## src/rtl/hazard_ctrl_if.sv

```systemverilog
// Hazard controller bundle: ID-stage instruction info and branch/stall inputs in,
// forwarding selects, CSR-writer flags, pipeline control and statistics out.
interface hazard_ctrl_if;
   logic        id_valid;
   logic [4:0]  id_rs1;
   logic [4:0]  id_rs2;
   logic        id_use_rs1;
   logic        id_use_rs2;
   logic [4:0]  id_rd;
   logic        id_reg_wen;
   logic        id_is_load;
   logic        id_csr_en;
   logic        ex_branch_taken;
   logic        ext_stall;
   logic [1:0]  forwardA;
   logic [1:0]  forwardB;
   logic        MEM_csr_reg_en;
   logic        WB_csr_reg_en;
   logic        pc_stall;
   logic        id_stall;
   logic        id_flush;
   logic        ex_bubble;
   logic [31:0] stall_count;
   logic [31:0] flush_count;

   modport master (
      output id_valid, id_rs1, id_rs2, id_use_rs1, id_use_rs2, id_rd, id_reg_wen,
             id_is_load, id_csr_en, ex_branch_taken, ext_stall,
      input  forwardA, forwardB, MEM_csr_reg_en, WB_csr_reg_en,
             pc_stall, id_stall, id_flush, ex_bubble, stall_count, flush_count
   );

   modport slave (
      input  id_valid, id_rs1, id_rs2, id_use_rs1, id_use_rs2, id_rd, id_reg_wen,
             id_is_load, id_csr_en, ex_branch_taken, ext_stall,
      output forwardA, forwardB, MEM_csr_reg_en, WB_csr_reg_en,
             pc_stall, id_stall, id_flush, ex_bubble, stall_count, flush_count
   );
endinterface

```

## src/rtl/hazard_ctrl.sv

```systemverilog
// Pipeline hazard controller: EX/MEM/WB destination scoreboard, operand forwarding,
// load-use stall and branch flush. Define HAZARD_CTRL_STATS_EN for stall/flush counters.
module hazard_ctrl (
   input  logic          clk,
   input  logic          rst_n,
   hazard_ctrl_if.slave  hif
);

   typedef struct packed {
      logic       valid;
      logic [4:0] rd;
      logic       wen;
      logic       load;
      logic       csr;
   } sb_entry_t;

   sb_entry_t  ex_q, ex_d, mem_q, mem_d, wb_q, wb_d, id_entry_s;
   logic [1:0] fwd_a_q, fwd_a_d, fwd_b_q, fwd_b_d;
   logic       mem_csr_q, mem_csr_d, wb_csr_q, wb_csr_d;
   logic       load_use_s;
   logic       pc_stall_s, id_stall_s, id_flush_s, ex_bubble_s;

   function automatic logic is_producer(input sb_entry_t e, input logic [4:0] r);
      return e.valid & e.wen & (e.rd != 5'd0) & (e.rd == r);
   endfunction

   // The EX entry will sit in MEM when the ID instruction reaches EX, hence 10.
   function automatic logic [1:0] fwd_sel(input logic use_flag, input logic [4:0] r,
                                          input sb_entry_t ex_e, input sb_entry_t mem_e);
      logic [1:0] sel;
      if (!use_flag) begin
         sel = 2'b00;
      end else if (is_producer(ex_e, r)) begin
         sel = 2'b10;
      end else if (is_producer(mem_e, r)) begin
         sel = 2'b01;
      end else begin
         sel = 2'b00;
      end
      return sel;
   endfunction

   always_comb begin
      id_entry_s = '{valid: hif.id_valid, rd: hif.id_rd, wen: hif.id_reg_wen,
                     load: hif.id_is_load, csr: hif.id_csr_en};
      load_use_s = hif.id_valid & ex_q.load &
                   ((hif.id_use_rs1 & is_producer(ex_q, hif.id_rs1)) |
                    (hif.id_use_rs2 & is_producer(ex_q, hif.id_rs2)));
      pc_stall_s  = 1'b0;
      id_stall_s  = 1'b0;
      id_flush_s  = 1'b0;
      ex_bubble_s = 1'b0;
      ex_d        = ex_q;
      mem_d       = mem_q;
      wb_d        = wb_q;
      fwd_a_d     = fwd_a_q;
      fwd_b_d     = fwd_b_q;
      if (hif.ext_stall) begin
         pc_stall_s = 1'b1;
         id_stall_s = 1'b1;
      end else begin
         wb_d  = mem_q;
         mem_d = ex_q;
         // A taken branch discards the ID instruction, so it also masks load-use.
         if (hif.ex_branch_taken) begin
            id_flush_s  = 1'b1;
            ex_bubble_s = 1'b1;
         end else if (load_use_s) begin
            pc_stall_s  = 1'b1;
            id_stall_s  = 1'b1;
            ex_bubble_s = 1'b1;
         end else begin
            ex_bubble_s = 1'b0;
         end
         if (ex_bubble_s) begin
            ex_d    = '0;
            fwd_a_d = 2'b00;
            fwd_b_d = 2'b00;
         end else begin
            ex_d    = id_entry_s;
            fwd_a_d = fwd_sel(hif.id_use_rs1, hif.id_rs1, ex_q, mem_q);
            fwd_b_d = fwd_sel(hif.id_use_rs2, hif.id_rs2, ex_q, mem_q);
         end
      end
      mem_csr_d = mem_d.valid & mem_d.csr;
      wb_csr_d  = wb_d.valid & wb_d.csr;
   end

   always_ff @(posedge clk or negedge rst_n) begin
      if (!rst_n) begin
         ex_q      <= '0;
         mem_q     <= '0;
         wb_q      <= '0;
         fwd_a_q   <= 2'b00;
         fwd_b_q   <= 2'b00;
         mem_csr_q <= 1'b0;
         wb_csr_q  <= 1'b0;
      end else begin
         ex_q      <= ex_d;
         mem_q     <= mem_d;
         wb_q      <= wb_d;
         fwd_a_q   <= fwd_a_d;
         fwd_b_q   <= fwd_b_d;
         mem_csr_q <= mem_csr_d;
         wb_csr_q  <= wb_csr_d;
      end
   end

   assign hif.forwardA       = fwd_a_q;
   assign hif.forwardB       = fwd_b_q;
   assign hif.MEM_csr_reg_en = mem_csr_q;
   assign hif.WB_csr_reg_en  = wb_csr_q;
   assign hif.pc_stall       = pc_stall_s;
   assign hif.id_stall       = id_stall_s;
   assign hif.id_flush       = id_flush_s;
   assign hif.ex_bubble      = ex_bubble_s;

`ifdef HAZARD_CTRL_STATS_EN
   logic [31:0] stall_count_q, stall_count_d, flush_count_q, flush_count_d;

   // Counters wrap naturally; frozen cycles never count.
   always_comb begin
      stall_count_d = stall_count_q;
      flush_count_d = flush_count_q;
      if (!hif.ext_stall && !hif.ex_branch_taken && load_use_s) begin
         stall_count_d = stall_count_q + 32'd1;
      end else begin
         stall_count_d = stall_count_q;
      end
      if (!hif.ext_stall && hif.ex_branch_taken) begin
         flush_count_d = flush_count_q + 32'd1;
      end else begin
         flush_count_d = flush_count_q;
      end
   end

   always_ff @(posedge clk or negedge rst_n) begin
      if (!rst_n) begin
         stall_count_q <= 32'd0;
         flush_count_q <= 32'd0;
      end else begin
         stall_count_q <= stall_count_d;
         flush_count_q <= flush_count_d;
      end
   end

   assign hif.stall_count = stall_count_q;
   assign hif.flush_count = flush_count_q;
`else
   assign hif.stall_count = 32'd0;
   assign hif.flush_count = 32'd0;
`endif

endmodule

```

## src/flat_wrapper.sv

```systemverilog
// flat-port wrapper written by rule: the top's interface ports become plain ports
module hazard_ctrl_flat 
  (clk, rst_n, hif_id_valid, hif_id_rs1, hif_id_rs2, hif_id_use_rs1, hif_id_use_rs2, hif_id_rd, hif_id_reg_wen, hif_id_is_load, hif_id_csr_en, hif_ex_branch_taken, hif_ext_stall, hif_forwardA, hif_forwardB, hif_MEM_csr_reg_en, hif_WB_csr_reg_en, hif_pc_stall, hif_id_stall, hif_id_flush, hif_ex_bubble, hif_stall_count, hif_flush_count);
  hazard_ctrl_if hif_i ();
  input  logic clk;
  input  logic rst_n;
  input wire logic [$bits(hif_i.id_valid)-1:0] hif_id_valid;
  input wire logic [$bits(hif_i.id_rs1)-1:0] hif_id_rs1;
  input wire logic [$bits(hif_i.id_rs2)-1:0] hif_id_rs2;
  input wire logic [$bits(hif_i.id_use_rs1)-1:0] hif_id_use_rs1;
  input wire logic [$bits(hif_i.id_use_rs2)-1:0] hif_id_use_rs2;
  input wire logic [$bits(hif_i.id_rd)-1:0] hif_id_rd;
  input wire logic [$bits(hif_i.id_reg_wen)-1:0] hif_id_reg_wen;
  input wire logic [$bits(hif_i.id_is_load)-1:0] hif_id_is_load;
  input wire logic [$bits(hif_i.id_csr_en)-1:0] hif_id_csr_en;
  input wire logic [$bits(hif_i.ex_branch_taken)-1:0] hif_ex_branch_taken;
  input wire logic [$bits(hif_i.ext_stall)-1:0] hif_ext_stall;
  output wire logic [$bits(hif_i.forwardA)-1:0] hif_forwardA;
  output wire logic [$bits(hif_i.forwardB)-1:0] hif_forwardB;
  output wire logic [$bits(hif_i.MEM_csr_reg_en)-1:0] hif_MEM_csr_reg_en;
  output wire logic [$bits(hif_i.WB_csr_reg_en)-1:0] hif_WB_csr_reg_en;
  output wire logic [$bits(hif_i.pc_stall)-1:0] hif_pc_stall;
  output wire logic [$bits(hif_i.id_stall)-1:0] hif_id_stall;
  output wire logic [$bits(hif_i.id_flush)-1:0] hif_id_flush;
  output wire logic [$bits(hif_i.ex_bubble)-1:0] hif_ex_bubble;
  output wire logic [$bits(hif_i.stall_count)-1:0] hif_stall_count;
  output wire logic [$bits(hif_i.flush_count)-1:0] hif_flush_count;
  assign hif_i.id_valid = hif_id_valid;
  assign hif_i.id_rs1 = hif_id_rs1;
  assign hif_i.id_rs2 = hif_id_rs2;
  assign hif_i.id_use_rs1 = hif_id_use_rs1;
  assign hif_i.id_use_rs2 = hif_id_use_rs2;
  assign hif_i.id_rd = hif_id_rd;
  assign hif_i.id_reg_wen = hif_id_reg_wen;
  assign hif_i.id_is_load = hif_id_is_load;
  assign hif_i.id_csr_en = hif_id_csr_en;
  assign hif_i.ex_branch_taken = hif_ex_branch_taken;
  assign hif_i.ext_stall = hif_ext_stall;
  assign hif_forwardA = hif_i.forwardA;
  assign hif_forwardB = hif_i.forwardB;
  assign hif_MEM_csr_reg_en = hif_i.MEM_csr_reg_en;
  assign hif_WB_csr_reg_en = hif_i.WB_csr_reg_en;
  assign hif_pc_stall = hif_i.pc_stall;
  assign hif_id_stall = hif_i.id_stall;
  assign hif_id_flush = hif_i.id_flush;
  assign hif_ex_bubble = hif_i.ex_bubble;
  assign hif_stall_count = hif_i.stall_count;
  assign hif_flush_count = hif_i.flush_count;
  hazard_ctrl u_core (.clk(clk), .rst_n(rst_n), .hif(hif_i));
endmodule
```

## config.mk

```make
export PLATFORM = sky130hd
export DESIGN_NAME = hazard_ctrl_flat
export DESIGN_NICKNAME = d
export VERILOG_FILES = /design/src/rtl/hazard_ctrl_if.sv /design/src/rtl/hazard_ctrl.sv /design/src/flat_wrapper.sv
export SDC_FILE = /design/constraint.sdc
export NUM_CORES = 1
export LEC_CHECK = 0
export CAP_MARGIN = 5
export CORE_ASPECT_RATIO = 0.7
export CORE_MARGIN = 2
export CORE_UTILIZATION = 30
export CTS_BUF_LIST = sky130_fd_sc_hd__clkbuf_4
export CTS_CLUSTER_DIAMETER = 80
export DETAILED_ROUTE_END_ITERATION = 6
export GPL_TIMING_DRIVEN = 0
export PLACE_DENSITY = 0.66
export RECOVER_POWER = 25
export SETUP_SLACK_MARGIN = 0.05
export SLEW_MARGIN = 20
export SYNTH_ARGS = -nofsm -noshare
export SYNTH_HDL_FRONTEND = slang
export SYNTH_SLANG_ARGS = --single-unit
```

## constraint.sdc

```tcl
create_clock -name clk -period 2.45 [get_ports clk]
set_input_delay 0.245 -clock clk [delete_from_list [all_inputs] [get_ports clk]]
set_output_delay 0.245 -clock clk [all_outputs]
set_load 0.02 [all_outputs]
```

==> metrics, run 1 <==
die height=67.7 um; post-DR wirelength/cell=10.3 um; Synth Flop Type=dfrtp_1; total detailed-routing wirelength=3.77 mm; Root Buffer=clkbuf_4; nets@finish=315; Final Skew=0.00725 ns; Cell Area, Placed=2410 um^2; vias in the first global route=1197; Mean Syn Cell Area=9.83 um^2; antenna viol nets, final=0; first-pass GRT wire length=5.48 mm; Port Buffers=34; crit path capture type=primary output; Chip Width=95.0 um; Max Used Layer=met4; max-slew violations=0; CP Data Required Time=2.20 ns; setup TNS=0 ns; Clock Tree Buf Depth=2; Clk pin slew, worst setup/hold paths=0.15 ns; number of diodes=0; area share of the largest cell type after synthesis=36.0%; Power Total=1.05 mW; routed wl met3=230 um; Hold Path Cell Cnt=1; Final Instance Area=2560 um^2; final hold violation count=0; synthesized cell area=1740 um^2; fin crit share=97.1%; WL met1=1.71 mm; Arr. time, crit path=2.13 ns; kind of critical path=flip-flop to primary output; Tmin final=2.38 ns; 1st-iter DRT viols=45; Global Route Usage Sum=11.1%; max cap viols=0; Initial Utilization=30.7%; EDFF count, synth=0; PD cells=408 nW/um^2; crit path cell chain=buf_6 > a221oi_4 > nand4_1 > a21o_2 > buf_6 > o21ai_2 > buf_4 > buf_6; CTS Buf Count=3; post-synthesis simple-gate area fraction=8.78%; worst slack at placement=-0.525 ns; Worst Hold Class=flip-flop to flip-flop; drt drc=0; Syn Inst Count=177; Yosys reg bits=25; mux contribution to synthesized area=4.53%; cell count of the worst reg-to-reg path=7; worst setup margin=0.0709 ns; Crit path top cell by count=buf_6; reg2reg setup slack=0.53 ns; via count=1351; Post-Synth Adder-Cell Area=0%; Synth Area in XOR/XNOR=8.06%; initial antenna violation count=0; routability cong.=0.921; layout cells sized above 1=36.3%; slowest cell on the critical path=dfrtp_2; Post-DP HPWL=3.06 mm; Seq/Total Area, Yosys=36.0%; WL met2=1.80 mm; warnings from Yosys=0; htree depth=1; outcome=finished clean; Vias/cell=3.71; ys async rst share=100%; Synth Area in Compound Gates=11.8%; Worst Path Max Fanout=6; Initial DRT Pass Iterations=4; CTS tree=built; final setup violation count=0; post-synthesis cell type with the largest combined area=dfrtp_1; RSZ-0062 raised after global routing=true; top cells by area, synth=dfrtp_1 (36%), buf_4 (28%), a32o_1 (6.3%); Layout Area Growth over Synthesis=47.3%; Sink Count=25; grt ovf=0; LEAKAGE=1.32 nW; library cells used by synthesis=26; area of the die=6430 um^2; io pins=99; Site Rows=23; actual slew at the worst max-slew pin=1.34 ns; most numerous cell in the Yosys netlist=buf_4; crit-path max cell delay=0.47 ns; Core ar.=5670 um^2; largest net degree at the start of global routing=26; CP Launch Type=flip-flop; clock latency on the worst-skew pair=0.33 ns; Worst slew margin=10.7%; largest family of logic cells by synthesized area=buffers and inverters; VDD IR-drop max=0.212 mV; commonest cells in the netlist=buf_4 (65), dfrtp_1 (25), xor2_1 (12); Peak Freq=420 MHz
critical path, delay by kind of cell (launching register included):
kind / cells / cell delay, ns
AND/OR/NAND/NOR: 1 / 0.15
buffers and inverters: 4 / 0.50
AO/OA/AOI/OAI: 3 / 0.68
flip-flops: 1 / 0.47
per-stage QoR:
stage	util, %	instances	hold WS (ns)
final	45.2	364	0.508
after global placement	42.5	349	0.473
after detailed placement	42.5	349	0.477
after floorplan	-	240	-0.0506
after CTS	43.8	359	0.510
after global routing	45.2	364	0.511
sequential cells by signal (all words and copies together) (netlist names):
signal / cells
u_core.hif.MEM_csr_reg_en: 1
u_core.hif.forwardA: 2
u_core.hif.forwardB: 2
u_core.mem_q: 8
u_core.ex_q: 9
u_core.wb_q: 2
u_core.hif.WB_csr_reg_en: 1
cell usage in the layout (no fill, tap or decap), types with 4 or more instances in the layout:
master	n
buf_4	75
conb_1	64
clkdlybuf4s50_1	29
dfrtp_1	22
xor2_1	11
a32o_1	11
mux2_2	7
nand2_1	7
nor2_1	5
o21ai_0	5
inv_1	4
xnor2_1	4
nand4_1	4
logic make-up after synthesis:
logic type / count (synthesis)
buffers and inverters: 75
and+or+nand+nor: 29
DFF: 25
AOI/OAI and AO/OA: 24
xor gates and xnor gates: 16
muxes: 7
other: 1
layout make-up:
cell class / instances / area, um^2
Timing Repair Buffer: 45 / 417
Sequential cell: 25 / 629
Tap cell: 75 / 93.8
Inverter: 6 / 22.5
Clock inverter: 1 / 8.76
Fill cell: 552 / 3110
Buffer: 69 / 512
Clock buffer: 3 / 22.5
Multi-Input combinational cell: 140 / 856
path summary, 6_finish.rpt:
| kind | start | to |
|---|---|---|
| max in group asynchronous | rst_n | u_core.ex_q[3]$_DFFE_PN0N_ |
| min in group asynchronous | rst_n | u_core.ex_q[0]$_DFFE_PN0N_ |
| max | u_core.ex_q[3]$_DFFE_PN0N_ | hif_pc_stall |
| max reg2reg | u_core.ex_q[3]$_DFFE_PN0N_ | u_core.ex_q[5]$_DFFE_PN0N_ |
| min | u_core.wb_q[0]$_DFF_PN0_ | u_core.wb_q[0]$_DFF_PN0_ |
| min reg2reg | u_core.wb_q[0]$_DFF_PN0_ | u_core.wb_q[0]$_DFF_PN0_ |
routing by layer:
layer	GRT usage [%]	vias up
li1	-	706
met1	14.3	594
met2	19.0	47
met5	0	-
met4	2.17	0
met3	3.01	4
timing repair:
item / CTS / global route
hold endpoints to repair: 0 / 25
setup endpoints to repair: 4 / 3
hold buffers: 0 / 1
pin swaps: 4 / 8
setup buffers: 6 / 4
gates resized for setup: 19 / 9
gates cloned: 0 / 0
power breakdown:
part	internal (mW)	switching [mW]
Combinational	0.179	0.189
Sequential	0.445	0.0305
Clock	0.0665	0.135
Total	0.690	0.355
(Power assumes the default switching activity.)
==> inputs of run 2 (changes only) <==
Settings changed: PLACE_DENSITY 0.66 to 0.68.
Clock period 2.45 ns to 2.16 ns, I/O delays scaled along.
==> metrics, run 2 (same netlist as run 1, synthesis figures left out) <==
Root Buffer=clkbuf_4; non-filler cells, final=365 (+0.27%); VDD IR-drop max=0.184 mV (-13%); total detailed-routing wirelength=3.69 mm (-2.1%); combinational share of power=35.2% (about the same); Crit path top cell by count=buf_6; layout cells sized above 1=36.6% (+0.22 points); 1st-iter DRT viols=19 (-58%); Worst Hold Class=flip-flop to flip-flop; nets@finish=316 (+0.32%); cell family with most CP delay=compound AO/OA/AOI/OAI gates; via count=1376 (+1.9%); Peak Freq=430 MHz; LEAKAGE=1.33 nW (+0.42%); PD cells=460 nW/um^2 (+13%); Final Skew=0.00880 ns (+0.00154 ns); Post-DP HPWL=3.03 mm (-0.87%); Worst Path Max Fanout=4 (-2); clock latency on the worst-skew pair=0.33 ns (about the same); Cell Area, Placed=2410 um^2 (unchanged); hold_ws=0.502 ns (-0.00637 ns); drt drc=0 (unchanged); WP buf/inv=3 (-1); Net Sw Frac=33.4% (-0.59 points); Port Buffers=34 (unchanged); final setup violation count=3 (+3); fin crit share=108%; CP Data Required Time=1.94 ns (-0.26 ns); crit path cell chain=xor2_2 > a221oi_2 > nand4_1 > a21o_2 > buf_6 > o21ai_2 > buf_4 > buf_6; Worst slew margin=12.4% (+1.7 points); commonest non-fill, non-tap cell in the layout=buf_4; antenna viol nets, final=0 (unchanged); RSZ-0062 raised after global routing=true; sequential power share=45.9% (+0.4 points); CTS tree=built; actual slew at the worst max-slew pin=1.31 ns (-0.0248 ns); Core ar.=5670 um^2 (unchanged); worst setup margin=-0.168 ns (-0.238 ns); max FFs per register=9 (unchanged); Arr. time, crit path=2.11 ns (-0.02 ns); outcome=finished with violations; first-pass GRT wire length=5.63 mm (+2.8%); Switch Pwr=0.393 mW (+11%); crit-path max cell delay=0.47 ns (about the same); number of diodes=0 (unchanged); clock share of power=18.9% (-0.4 points); CTS Buf Count=3 (unchanged); CP Launch Type=flip-flop; io pins=99 (unchanged); Top Registers=u_core.ex_q x9, u_core.mem_q x8; routability cong.=0.879 (-4.6%); Initial DRT Pass Iterations=4 (unchanged); Site Rows=23 (unchanged); slowest cell on the critical path=dfrtp_2; Clk pin slew, worst setup/hold paths=0.15 ns (about the same); max-slew violations=0 (unchanged); Vias/cell=3.77 (+1.6%); placed cell count=349 (unchanged); Global Route Usage Sum=11.4% (+0.26 points); worst slack at placement=-0.681 ns (-0.156 ns); area of the die=6430 um^2 (unchanged); Largest Register=u_core.ex_q; Clock Tree Buf Depth=2 (unchanged); Tmin final=2.33 ns; post-DR wirelength/cell=10.1 um (-2.4%); Sink Count=25 (unchanged); die height=67.7 um (unchanged); htree depth=1 (unchanged); final hold violation count=0 (unchanged); Chip Width=95.0 um (unchanged); kind of critical path=flip-flop to primary output; Initial Utilization=30.7% (unchanged); initial antenna violation count=0 (unchanged); commonest cells after routing, fill and taps aside=buf_4 (78), conb_1 (64), clkdlybuf4s50_1 (29); max cap viols=0 (unchanged); setup TNS=-0.419 ns (-0.419 ns); largest net degree at the start of global routing=26 (unchanged); filler instances=552 (unchanged); crit path capture type=primary output; grt ovf=0 (unchanged); violated checks=setup timing; Layout Area Growth over Synthesis=47.2% (about the same); vias in the first global route=1184 (-1.1%); Final Instance Area=2560 um^2 (about the same); Internal=0.784 mW (+14%)
## run 2: routing by layer
metal	part of all wire [%]	global-route usage (%)	up-vias
li1	-	-	705
met3	6.3	3.35	4
met5	0	0	-
met2	48	18.6	47
met1	45	15.3	620
met4	0.84	1.63	0
## run 2: path summary, 6_finish.rpt
kind / startpoint / end / slack, ns / depth (start not counted)
worst max-delay path: u_core.ex_q[5]$_DFFE_PN0N_ / hif_pc_stall / -0.17 / 8
worst min-delay path: u_core.hif.forwardB[1]$_DFFE_PN0N_ / u_core.hif.forwardB[1]$_DFFE_PN0N_ / 0.50 / 2
worst max register to register: u_core.ex_q[5]$_DFFE_PN0N_ / u_core.ex_q[5]$_DFFE_PN0N_ / 0.22 / 7
worst min register to register: u_core.hif.forwardB[1]$_DFFE_PN0N_ / u_core.hif.forwardB[1]$_DFFE_PN0N_ / 0.50 / 2
max in group asynchronous: rst_n / u_core.ex_q[5]$_DFFE_PN0N_ / 0.62 / 2
min in group asynchronous: rst_n / u_core.ex_q[0]$_DFFE_PN0N_ / 0.68 / 2
## run 2: what timing repair did
| action | CTS | global route |
|---|---|---|
| buffers inserted | 10 | 2 |
| hold endpoints to repair | 0 | 25 |
| pin swaps | 6 | 2 |
| gates resized for setup | 22 | 2 |
| endpoints found under the setup margin | 4 | 3 |
| hold buffers | 0 | 1 |
## run 2: per-stage QoR
stage	util (%)	power (mW)
CTS	44.7	1.18
global placement	42.5	0.932
floorplan	-	0.834
detailed placement	42.5	0.936
finish	45.2	1.18
global route	45.2	1.25
## run 2: cell type report
class | instances | area [um^2] | share of cell area (%)
tap | 75 | 93.8 | 3.67
multi-input combinational | 140 | 847 | 33.1
sequential | 25 | 629 | 24.6
inverter | 6 | 22.5 | 0.880
clock buffer | 3 | 22.5 | 0.880
timing repair buffer | 47 | 428 | 16.7
buffer | 68 | 508 | 19.8
clock inverter | 1 | 8.76 | 0.342
## run 2: worst min-delay path, cell delays in order (launching register included)
cell and delay [ns]:
dfrtp_1 0.37, nand2_1 0.05, o21ai_0 0.06
## run 2: power by group through the flow
| stage | Sequential, mW | Clock (mW) | Combinational (mW) |
|---|---|---|---|
| floorplan | 0.540 | 0 | 0.294 |
| global placement | 0.547 | 0 | 0.384 |
| detailed placement | 0.549 | 0 | 0.387 |
| CTS | 0.540 | 0.231 | 0.407 |
| global route | 0.547 | 0.248 | 0.452 |
| finish | 0.541 | 0.222 | 0.414 |
